--- src/rtl/debug_reg_dump_if.sv ---
// Dump stream port of the debug register readout engine.
// The engine drives the word; the consumer answers with ready.
interface debug_reg_dump_if #(
    parameter int ADDR_W = 5,
    parameter int DATA_W = 32
);
    logic              dump_valid;
    logic              dump_ready;
    logic [ADDR_W:0]   dump_index;
    logic [DATA_W-1:0] dump_data;
    logic              dump_last;

    modport master (
        output dump_valid,
        output dump_index,
        output dump_data,
        output dump_last,
        input  dump_ready
    );

    modport slave (
        input  dump_valid,
        input  dump_index,
        input  dump_data,
        input  dump_last,
        output dump_ready
    );
endinterface

--- src/rtl/debug_reg_dump.sv ---
// Debug readout engine: on a cycle-count trigger it stalls the core,
// drains, then streams every register and the captured PC.
module debug_reg_dump #(
    parameter int NUM_REGS     = 32,
    parameter int DATA_W       = 32,
    parameter int ADDR_W       = 5,
    parameter int DRAIN_CYCLES = 4
) (
    input  logic              clk,
    input  logic              rst_n,
    input  logic [31:0]       trigger_cycle,
    input  logic              clear,
    input  logic [DATA_W-1:0] pc_in,
    output logic [ADDR_W-1:0] rf_rd_addr,
    input  logic [DATA_W-1:0] rf_rd_data,
    output logic              stall_req,
    output logic              done,
    debug_reg_dump_if.master  dump
);

    localparam int IDX_W = ADDR_W + 1;
    localparam int DRN_W = $clog2(DRAIN_CYCLES + 1);
    localparam logic [IDX_W-1:0] LAST_REG = IDX_W'(NUM_REGS - 1);
    localparam logic [IDX_W-1:0] PC_IDX   = IDX_W'(NUM_REGS);
    localparam logic [DRN_W-1:0] DRN_INIT = DRN_W'(DRAIN_CYCLES - 1);

    typedef enum logic [1:0] {
        S_IDLE,
        S_DRAIN,
        S_SEND,
        S_DONE
    } state_t;

    state_t            r_state;
    state_t            w_state_nx;
    logic [31:0]       r_cycle_cnt;
    logic [DATA_W-1:0] r_pc_snap;
    logic [DATA_W-1:0] w_pc_snap_nx;
    logic [DRN_W-1:0]  r_drain;
    logic [DRN_W-1:0]  w_drain_nx;
    logic              r_stall;
    logic              w_stall_nx;
    logic              r_valid;
    logic              w_valid_nx;
    logic              r_last;
    logic              w_last_nx;
    logic              r_done;
    logic              w_done_nx;
    logic [IDX_W-1:0]  r_index;
    logic [IDX_W-1:0]  w_index_nx;
    logic [DATA_W-1:0] r_data;
    logic [DATA_W-1:0] w_data_nx;
    logic              r_fired;
    logic              w_fired_nx;
    logic [31:0]       r_fired_val;
    logic [31:0]       w_fired_val_nx;
    logic [ADDR_W-1:0] w_rd_addr;
    logic              w_hs;
    logic              w_trig_hit;

    assign w_hs = r_valid && dump.dump_ready;

    // The fired-value guard only matters once the counter has saturated.
    assign w_trig_hit = (trigger_cycle != 32'd0)
                     && (r_cycle_cnt == trigger_cycle)
                     && !(r_fired && (r_fired_val == trigger_cycle));

    always_ff @(posedge clk or negedge rst_n) begin
        if (!rst_n) begin
            r_cycle_cnt <= 32'd0;
        end else if (r_cycle_cnt != 32'hFFFF_FFFF) begin
            r_cycle_cnt <= r_cycle_cnt + 32'd1;
        end
    end

    always_ff @(posedge clk or negedge rst_n) begin
        if (!rst_n) begin
            r_state     <= S_IDLE;
            r_pc_snap   <= '0;
            r_drain     <= '0;
            r_stall     <= 1'b0;
            r_valid     <= 1'b0;
            r_last      <= 1'b0;
            r_done      <= 1'b0;
            r_index     <= '0;
            r_data      <= '0;
            r_fired     <= 1'b0;
            r_fired_val <= 32'd0;
        end else begin
            r_state     <= w_state_nx;
            r_pc_snap   <= w_pc_snap_nx;
            r_drain     <= w_drain_nx;
            r_stall     <= w_stall_nx;
            r_valid     <= w_valid_nx;
            r_last      <= w_last_nx;
            r_done      <= w_done_nx;
            r_index     <= w_index_nx;
            r_data      <= w_data_nx;
            r_fired     <= w_fired_nx;
            r_fired_val <= w_fired_val_nx;
        end
    end

    always_comb begin
        w_state_nx     = r_state;
        w_pc_snap_nx   = r_pc_snap;
        w_drain_nx     = r_drain;
        w_stall_nx     = r_stall;
        w_valid_nx     = r_valid;
        w_last_nx      = r_last;
        w_done_nx      = r_done;
        w_index_nx     = r_index;
        w_data_nx      = r_data;
        w_fired_nx     = r_fired;
        w_fired_val_nx = r_fired_val;
        w_rd_addr      = '0;

        unique case (r_state)
            S_IDLE: begin
                if (w_trig_hit) begin
                    w_state_nx     = S_DRAIN;
                    w_stall_nx     = 1'b1;
                    w_pc_snap_nx   = pc_in;
                    w_drain_nx     = DRN_INIT;
                    w_fired_nx     = 1'b1;
                    w_fired_val_nx = trigger_cycle;
                end
            end
            S_DRAIN: begin
                if (r_drain == '0) begin
                    w_rd_addr  = '0;
                    w_state_nx = S_SEND;
                    w_valid_nx = 1'b1;
                    w_index_nx = '0;
                    w_data_nx  = rf_rd_data;
                end else begin
                    w_drain_nx = r_drain - 1'b1;
                end
            end
            S_SEND: begin
                if (w_hs) begin
                    if (r_last) begin
                        w_state_nx = S_DONE;
                        w_valid_nx = 1'b0;
                        w_last_nx  = 1'b0;
                        w_done_nx  = 1'b1;
                    end else if (r_index == LAST_REG) begin
                        w_index_nx = PC_IDX;
                        w_data_nx  = r_pc_snap;
                        w_last_nx  = 1'b1;
                    end else begin
                        // Address the next register so it loads at this edge.
                        w_rd_addr  = r_index[ADDR_W-1:0] + 1'b1;
                        w_index_nx = r_index + 1'b1;
                        w_data_nx  = rf_rd_data;
                    end
                end
            end
            S_DONE: begin
                w_state_nx = S_DONE;
            end
            default: begin
                w_state_nx = S_IDLE;
            end
        endcase

        // Abort wins over any handshake or trigger in the same cycle.
        if (clear) begin
            w_state_nx = S_IDLE;
            w_stall_nx = 1'b0;
            w_valid_nx = 1'b0;
            w_last_nx  = 1'b0;
            w_done_nx  = 1'b0;
            w_rd_addr  = '0;
        end
    end

    assign rf_rd_addr      = w_rd_addr;
    assign stall_req       = r_stall;
    assign done            = r_done;
    assign dump.dump_valid = r_valid;
    assign dump.dump_index = r_index;
    assign dump.dump_data  = r_data;
    assign dump.dump_last  = r_last;

endmodule

--- src/flat_wrapper.sv ---
// flat-port wrapper written by rule: the top's interface ports become plain ports
module debug_reg_dump_flat 
#(
    parameter int NUM_REGS     = 32,
    parameter int DATA_W       = 32,
    parameter int ADDR_W       = 5,
    parameter int DRAIN_CYCLES = 4
)
  (clk, rst_n, trigger_cycle, clear, pc_in, rf_rd_addr, rf_rd_data, stall_req, done, dump_dump_valid, dump_dump_index, dump_dump_data, dump_dump_last, dump_dump_ready);
  debug_reg_dump_if #(.ADDR_W(ADDR_W), .DATA_W(DATA_W)) dump_i ();
  input  logic clk;
  input  logic rst_n;
  input  logic [31:0] trigger_cycle;
  input  logic clear;
  input  logic [DATA_W-1:0] pc_in;
  output logic [ADDR_W-1:0] rf_rd_addr;
  input  logic [DATA_W-1:0] rf_rd_data;
  output logic stall_req;
  output logic done;
  output wire logic [$bits(dump_i.dump_valid)-1:0] dump_dump_valid;
  output wire logic [$bits(dump_i.dump_index)-1:0] dump_dump_index;
  output wire logic [$bits(dump_i.dump_data)-1:0] dump_dump_data;
  output wire logic [$bits(dump_i.dump_last)-1:0] dump_dump_last;
  input wire logic [$bits(dump_i.dump_ready)-1:0] dump_dump_ready;
  assign dump_dump_valid = dump_i.dump_valid;
  assign dump_dump_index = dump_i.dump_index;
  assign dump_dump_data = dump_i.dump_data;
  assign dump_dump_last = dump_i.dump_last;
  assign dump_i.dump_ready = dump_dump_ready;
  debug_reg_dump #(.NUM_REGS(NUM_REGS), .DATA_W(DATA_W), .ADDR_W(ADDR_W), .DRAIN_CYCLES(DRAIN_CYCLES)) u_core (.clk(clk), .rst_n(rst_n), .trigger_cycle(trigger_cycle), .clear(clear), .pc_in(pc_in), .rf_rd_addr(rf_rd_addr), .rf_rd_data(rf_rd_data), .stall_req(stall_req), .done(done), .dump(dump_i));
endmodule
--- config.mk ---
export PLATFORM = sky130hd
export DESIGN_NAME = debug_reg_dump_flat
export DESIGN_NICKNAME = d
export VERILOG_FILES = /design/src/rtl/debug_reg_dump_if.sv /design/src/rtl/debug_reg_dump.sv /design/src/flat_wrapper.sv
export SDC_FILE = /design/constraint.sdc
export NUM_CORES = 1
export LEC_CHECK = 0
export CORE_AREA = 2 2 133 135
export DETAILED_ROUTE_END_ITERATION = 10
export DIE_AREA = 0 0 135 137
export PLACE_DENSITY = 0.68
export SYNTH_ARGS = -nofsm -noshare
export SYNTH_HDL_FRONTEND = slang
export SYNTH_SLANG_ARGS = --single-unit
export TNS_END_PERCENT = 1
--- constraint.sdc ---
create_clock -name clk -period 4.29 [get_ports clk]
set_clock_uncertainty 0.05 [all_clocks]
set_input_delay 0.858 -clock clk [delete_from_list [all_inputs] [get_ports clk]]
set_output_delay 0.858 -clock clk [all_outputs]
set_load 0.05 [all_outputs]
[After elaboration in Yosys (flattened, before gate mapping)]
Cells that the tools add are included.
Word-level totals
  bits in registers: 144
  latch bits: 0
  RAM bits: 0
  ROM bits: 0
  input port bits: 100
  logic and storage cells: 97
  memories: 0
Cells by class
  add/sub/neg operators: 4
  $mul: 0
  divide/modulo/power cells: 0
  magnitude comparators: 0
  eq/ne operators: 16
  shift-type cells: 0
  multiplexer cells: 41
  bitwise logic cells: 0
  reduce and logical (&&, ||, !) cells: 24
Operators with widths (number)
  $mux 32: 4
  $eq 32x32->1: 2
  $pmux 32 s2: 1
  $add 32x1->32 const B: 1
  $ne 32x32->1 const B: 1
  $reduce_bool 32->1: 1
  $mux 5: 5
  $mux 6: 4
  $mux 1: 16
  $reduce_bool 2->1: 7
  $ne 3x2->1 const B: 4
  $pmux 6 s2: 1
  $reduce_and 4->1: 3
  $mux 2: 5
  $pmux 2 s4: 1
  $add 6x1->6 const B: 1
  $eq 6x5->1 const B: 1
  $mux 3: 2
  $ne 2x1->1 const B: 3
  $pmux 3 s2: 1
  $reduce_and 2->1: 3
  $reduce_and 3->1: 2
  $add 5x1->5 const B: 1
  $eq 2x2->1 const B: 2
  other kinds (9): 13

[Logic depth before layout (Yosys ltp)]
Gate-level depths: netlist of run 1.
  depth in word-level cells: 7
  mapped depth: 10
  depth with buffers taken out: 8

[Worst setup path before layout of run 1]
Ideal clock, no wire load.
  kind: input to output
  start point: input dump_dump_ready
  end point: output rf_rd_addr[2]
  arrival time: 2.525 ns
  setup slack: 0.857 ns
  stages on the path: 4
  buffers on the path: 1
  cell sequence: nand2_1 or3_1 clkbuf_1 nor3_1
On the way
  word-level cells in the longest chain between the ends: 4
Ends and longest elaborated chain
  start: declaration: RTL line flat_wrapper.sv:24  | input wire logic [$bits(dump_i.dump_ready)-1:0] dump_dump_ready;
  $logic_and 1x1->1: RTL line debug_reg_dump.sv:61  | assign w_hs = r_valid && dump.dump_ready;
  $mux 5: RTL line debug_reg_dump.sv:141  | if (w_hs) begin
  $mux 5
  $mux 5: RTL line debug_reg_dump.sv:168  | if (clear) begin
  end: declaration: RTL line flat_wrapper.sv:16  | output logic [ADDR_W-1:0] rf_rd_addr;
No other way between the ends.

[Worst setup path after layout of run 1]
  start point: input dump_dump_ready
  end point: output rf_rd_addr[4]
Same word-level chain as after synthesis.

==> results of run 1 <==
-- kinds of logic after synthesis --
| logic type | count (synthesis) | synth area share [%] |
|---|---|---|
| AND/OR/NAND/NOR | 192 | 13.7 |
| adder cells (fa/ha/maj) | 4 | 0.708 |
| AO/OA/AOI/OAI | 66 | 5.33 |
| flip-flops | 144 | 51.0 |
| XOR/XNOR | 94 | 11.6 |
| multiplexers | 99 | 15.7 |
| buffers and inverters | 29 | 1.95 |
-- flip-flops by register name (all words and copies together) (netlist names) --
name	count
u_core.stall_req	1
u_core.done	1
u_core.dump.dump_data	32
u_core.dump.dump_last	1
u_core.dump.dump_index	6
u_core.r_drain	3
u_core.r_fired	1
u_core.r_state	2
u_core.dump.dump_valid	1
u_core.r_cycle_cnt	32
u_core.r_pc_snap	32
u_core.r_fired_val	32
-- area by class of cell --
class | count | share of cell area (%)
clock buffers | 19 | 4.84
clock inverters | 12 | 1.42
inverters | 7 | 0.281
multi-input cells | 455 | 35.7
flip-flops and latches | 144 | 38.5
well taps | 225 | 3.01
repair buffers | 151 | 16.2
-- per-stage QoR --
stage	worst slack (ns)	std cells	power [mW]	hold slack [ns]	instance area, um^2
6_report	0.404	1013	3.14	0.431	9360
5_1_grt	0.284	1013	3.26	0.457	9360
4_1_cts	0.399	1013	3.18	0.436	9360
3_5_place_dp	0.407	982	1.70	0.422	8770
3_3_place_gp	0.426	982	1.70	0.413	8770
2_1_floorplan	0.857	628	1.52	0.399	7070
-- critical path: stages --
cell and delay [ns]:
clkdlybuf4s50_1 0.49, nand2_1 0.10, or3_1 0.47, nor3_1 0.22, clkdlybuf4s50_1 0.85
-- Yosys cell counts, drive strengths merged (8+ instances only) --
cell | instances | area [um^2]
dfrtp | 144 | 3600
mux2 | 67 | 792
nand2 | 61 | 229
xnor2 | 57 | 499
o21ai | 43 | 215
xor2 | 37 | 324
nand4 | 34 | 213
mux2i | 32 | 320
nor2 | 29 | 109
nor4 | 17 | 106
nand3 | 14 | 70.1
clkbuf | 12 | 46.3
buf | 10 | 65.1
nor3 | 10 | 50.1
a21oi | 8 | 40.0
-- worst max-delay path by stage --
stage                               start             to  cells past startpoint
after detailed placement  dump_dump_ready  rf_rd_addr[4]                      5
after global placement    dump_dump_ready  rf_rd_addr[2]                      5
after floorplan           dump_dump_ready  rf_rd_addr[2]                      4
after global routing      dump_dump_ready  rf_rd_addr[4]                      5
final                     dump_dump_ready  rf_rd_addr[4]                      5
after CTS                 dump_dump_ready  rf_rd_addr[4]                      5
-- per-layer routing --
metal	GRT usage, %	up-vias	routed length [um]
met5	0	-	0
met4	6.25	0	277
met3	4.11	23	1060
met2	33.6	204	8450
met1	26.8	2628	8190
li1	-	2533	-
-- report_power, final --
part	switching, mW	total, mW	internal (mW)
clock network	0.574	1.46	0.886
logic	0.153	0.291	0.138
registers	0.0109	1.39	1.37
total	0.738	3.14	2.40
==> metrics, run 1 <==
Post-Syn Area 0.00707 mm^2; net count reported at finish 880; GRT Resource Usage Total 20.2%; RSZ-0062 raised after global routing false; Worst-Skew Late Latency 0.43 ns; Die Area 0.0185 mm^2; FILL cells 1,479; CTS tree yes; Post-CTS Resized 0; die height 137 um; final worst path period share 90.6%; worst hold-check path type reg -> reg; # DRC 0; vias in the first global route 5,555; Starting Density 41.5%; Final ANT Viol Nets 0; Pins Over Slew Limit 0; R2R depth 6; hold path depth 2; R2R Path Start u_core.dump.dump_index[0]$_DFFE_PN0P_; WL final 18,000 um; ys async rst share 100%; endpoints failing hold 0; Rows 48; reg2reg setup slack 1.68 ns; top_reg_cell synth dfrtp_1; largest net degree at the start of global routing 95; overall die width 135 um; wire length per cell 17.8 um; clock-pin slew on the worst setup and hold paths 0.06 ns; Post-CTS Setup Inserts 0; Synth cell types 45; FF-to-FF End u_core.dump.dump_data[22]$_DFFE_PN0P_; final setup vio count 0; Root Buffer clkbuf_16; ant diodes 0; DP Wirelength 13,200 um; PD cells 335 mW/mm^2; WHS Endpoint u_core.dump.dump_data[11]$_DFFE_PN0P_; I/O Buffers 146; worst-margin pin slew 0.920 ns; via count 5,388; CP Class in -> out; Tmin final 3.89 ns; nature of the critical path endpoint output port; Max-Cap Viols 0; area of the multi-input gates 0.00334 mm^2; First DRT Iteration DRCs 268; Ports 147; Core Area 0.0171 mm^2; fmax 0.257 GHz; CP Max Fanout 7; Hold Buf Count CTS 0; TritonCTS Buffers 17; Mapped Avg Cell Area 11.3 um^2; synth warn 0; hold_sp u_core.dump.dump_data[11]$_DFFE_PN0P_; #FFs+latches synth 144; Post-Route Setup TNS 0 ns; outcome finished, final reports clean; Leakage 4.03 nW; commonest non-fill, non-tap cell in the layout dfrtp_1; commonest cells after routing, fill and taps aside dfrtp_1 (144), clkdlybuf4s50_1 (142), nand2_1 (61), xnor2_1 (57), mux2_2 (51); peak supply drop 0.282 mV; layout overhead on the synthesized area 32.3%; crit path DAT 2.98 ns; H-tree depth 4; clock sinks 144; Post-synth EDFFs 0; Core Util, Final 54.9%; Syn Inst Count 628; Pre-Repair DR Iteration Count 4; CP Launch Type input pin; FF+latch area 0.00360 mm^2; first-pass GRT wire length 29,000 um; Vias/cell 5.32; WP data required 3.38 ns; register area share after synthesis 51.0%; CTS max path bufs 2; global placer's final weighted congestion 0.864; number of antenna violations at the first check in global routing 0; ratio of cells with drive above 1 in the final layout 13.2%; gr ovfl total 0; Slew headroom 38.5%; Syn Nets 732
No activity file was read; power rests on OpenSTA's default activity.
==> run 2, diff against run 1 <==
ABC_AREA = 0   (was default)
==> results of run 2 <==
No change in the layout: final DEF, timing and power equal those of run 1.
==> run 3, diff against run 2 <==
CORE_AREA = 2 2 116 118   (was 2 2 133 135)
DIE_AREA = 0 0 118 120   (was 0 0 135 137)
GPL_TIMING_DRIVEN = 0   (was default)
PLACE_DENSITY = 0.86   (was 0.68)
==> run 3 against run 2 <==
  * Critical path depth up 1
  * Register-to-register slack worse by 0.07 ns
  * Sequential share of layout area up 0.17 points
  * Count of clock-buffer cells in the layout up 1
  * Power down 3.1%
  * Fmax down 2.7%
  * Critical endpoint unchanged
==> metrics, run 3 (synthesized netlist as in run 1, its figures left out) <==
outcome finished, final reports clean; Core Area 0.0130 mm^2 (-24%); worst hold-check path type in -> async; GR peak layer met2; First DRT Iteration DRCs 383 (+43%); net count reported at finish 897 (+1.9%); Worst-Skew Late Latency 0.42 ns (about the same); ant diodes 0 (unchanged); first-pass GRT wire length 31,800 um (+9.6%); vias in the first global route 5,940 (+6.9%); commonest cells after routing, fill and taps aside dfrtp_1 (144), clkdlybuf4s50_1 (141), nand2_1 (61), xnor2_1 (57), mux2_2 (51); endpoints failing hold 0 (unchanged); Pins Over Slew Limit 0 (unchanged); Pre-Repair DR Iteration Count 5 (+1); critical path cell sequence clkdlybuf4s50_1 > nand2_1 > or3_1 > clkbuf_1 > nor3_1 > clkdlybuf4s50_1; clock-pin slew on the worst setup and hold paths 0.06 ns (about the same); via count 5,706 (+5.9%); WP data required 3.38 ns (about the same); reg2reg setup slack 1.61 ns (-0.07 ns); wire length per cell 19.8 um (+11%); Final ANT Viol Nets 0 (unchanged); crit path DAT 3.09 ns (+0.11 ns); Worst path slowest cell clkdlybuf4s50_1; CP Launch Type input pin; max incr delay on CP 0.88 ns (+0.03 ns); family with the most delay on the worst path buffers and inverters; overall die width 118 um (-13%); die height 120 um (-12%); final instance area 0.00932 mm^2 (-0.44%); final setup vio count 0 (unchanged); Cell Count, Final, Fillers Out 980 (-3.3%); FF-to-FF End u_core.r_pc_snap[20]$_DFFE_PN0P_; crit path buf inv count 3 (+1); CP Class in -> out; DP Cell Count 950 (-3.3%); TritonCTS Buffers 17 (unchanged); met1 GRT Util 35.3% (+8.5 points); Post-Route Setup TNS 0 ns (unchanged); largest net degree at the start of global routing 105 (+11%); CP dominant cell by count clkdlybuf4s50_1; commonest non-fill, non-tap cell in the layout dfrtp_1; CTS tree yes; DP Wirelength 13,900 um (+5.5%); fmax 0.250 GHz (-2.7%); Rows 42 (-13%); final worst path period share 93.1% (+2.6 points); Starting Density 54.5% (+13 points); WL final 19,400 um (+7.6%); # DRC 0 (unchanged); clock sinks 144 (unchanged); nature of the critical path endpoint output port; worst-margin pin slew 0.697 ns (-0.222 ns); CP Max Fanout 7 (unchanged); gr ovfl total 0 (unchanged); Post-DP Area 0.00877 mm^2 (unchanged); number of antenna violations at the first check in global routing 0 (unchanged); Root Buffer clkbuf_16; grt met2 use 50.1% (+17 points); R2R depth 8 (+2); Ports 147 (unchanged); H-tree depth 4 (unchanged); Post-CTS Setup Inserts 0 (unchanged); I/O Buffers 145 (-0.68%); Max-Cap Viols 0 (unchanged); Min Hold Slack 0.296 ns (-0.135 ns); GRT Resource Usage Total 28.7% (+8.4 points); Tmin final 4.00 ns (+0.110 ns); Leakage 4.09 nW (+1.4%); PD cells 326 mW/mm^2 (-2.7%); Vias/cell 5.82 (+9.5%); Die Area 0.0142 mm^2 (-23%); ratio of cells with drive above 1 in the final layout 12.8% (-0.39 points); R2R Path Start u_core.r_fired_val[31]$_DFFE_PN0P_; layout overhead on the synthesized area 31.7%; GR Util met3 7.22% (+3.1 points); CTS max path bufs 2 (unchanged); global placer's final weighted congestion 0.929 (+7.5%); Slew headroom 53.2% (+15 points); RSZ-0062 raised after global routing false; peak supply drop 0.429 mV (+52%)
[run 3: cell count changes in the layout (fill, tap and decap cells not counted), sizes merged]
| cell | delta |
|---|---|
| clkdlybuf4s50 | -1 |
| inv | -2 |
| clkbuf | +13 |
| dlymetal6s2s | +3 |
| bufinv | -1 |
| buf | +3 |
| clkinv | +1 |
[run 3: how the worst max path moves through the flow]
stage / to / depth (start not counted) / start / slack (ns)
6_report: rf_rd_addr[4] / 6 / dump_dump_ready / 0.29
5_1_grt: rf_rd_addr[2] / 6 / dump_dump_ready / 0.25
4_1_cts: rf_rd_addr[0] / 7 / dump_dump_ready / 0.01
3_5_place_dp: rf_rd_addr[0] / 7 / dump_dump_ready / 0.02
3_3_place_gp: u_core.r_fired_val[19]$_DFFE_PN0P_ / 1 / rst_n / -3.17
2_1_floorplan: rf_rd_addr[2] / 4 / dump_dump_ready / 0.86
[run 3: metrics by stage]
step | power [mW] | utilization, % | worst slack, ns
after floorplan | 1.52 | - | 0.857
after global placement | 1.69 | 67.4 | -3.17
after detailed placement | 1.70 | 67.6 | 0.0201
after CTS | 3.06 | 71.7 | 0.0144
after global routing | 3.14 | 71.8 | 0.250
final | 3.04 | 71.8 | 0.294
[run 3: layout make-up]
type | instances | area [um^2]
plain buffers | 22 | 111
clock buffers | 20 | 447
flip-flops and latches | 144 | 3600
repair buffers | 146 | 1490
inverters | 7 | 26.3
multi-input cells | 455 | 3330
clock inverters | 10 | 90.1
well taps | 176 | 220
fillers | 879 | 3660
[run 3: what timing repair did]
action | 4_1_cts | 5_1_grt
hold buffers | 0 | 0
gates resized for setup | 0 | 3
setup endpoints to repair | 0 | 3
[run 3: routing by layer]
metal / wire length, um / part of all wire [%] / vias up
met5: 0 / 0 / -
met4: 303 / 1.6 / 0
met3: 1180 / 6.1 / 30
met2: 9900 / 51 / 232
met1: 7970 / 41 / 2870
li1: - / - / 2574
[run 3: power breakdown]
part / switching (mW) / total, mW / leakage, nW / internal [mW]
clock network: 0.553 / 1.36 / 0.258 / 0.803
registers: 0.0112 / 1.39 / 1.98 / 1.38
logic: 0.158 / 0.296 / 1.86 / 0.139
[run 3: worst reg2reg max path, cell delays in order (launching register included)]
cell	delay, ns
dfrtp_1	0.39
xnor2_1	0.28
nand4_1	0.13
nor4b_1	0.45
nand4_1	0.16
nand4_1	0.26
buf_4	0.29
buf_6	0.22
mux2_4	0.33
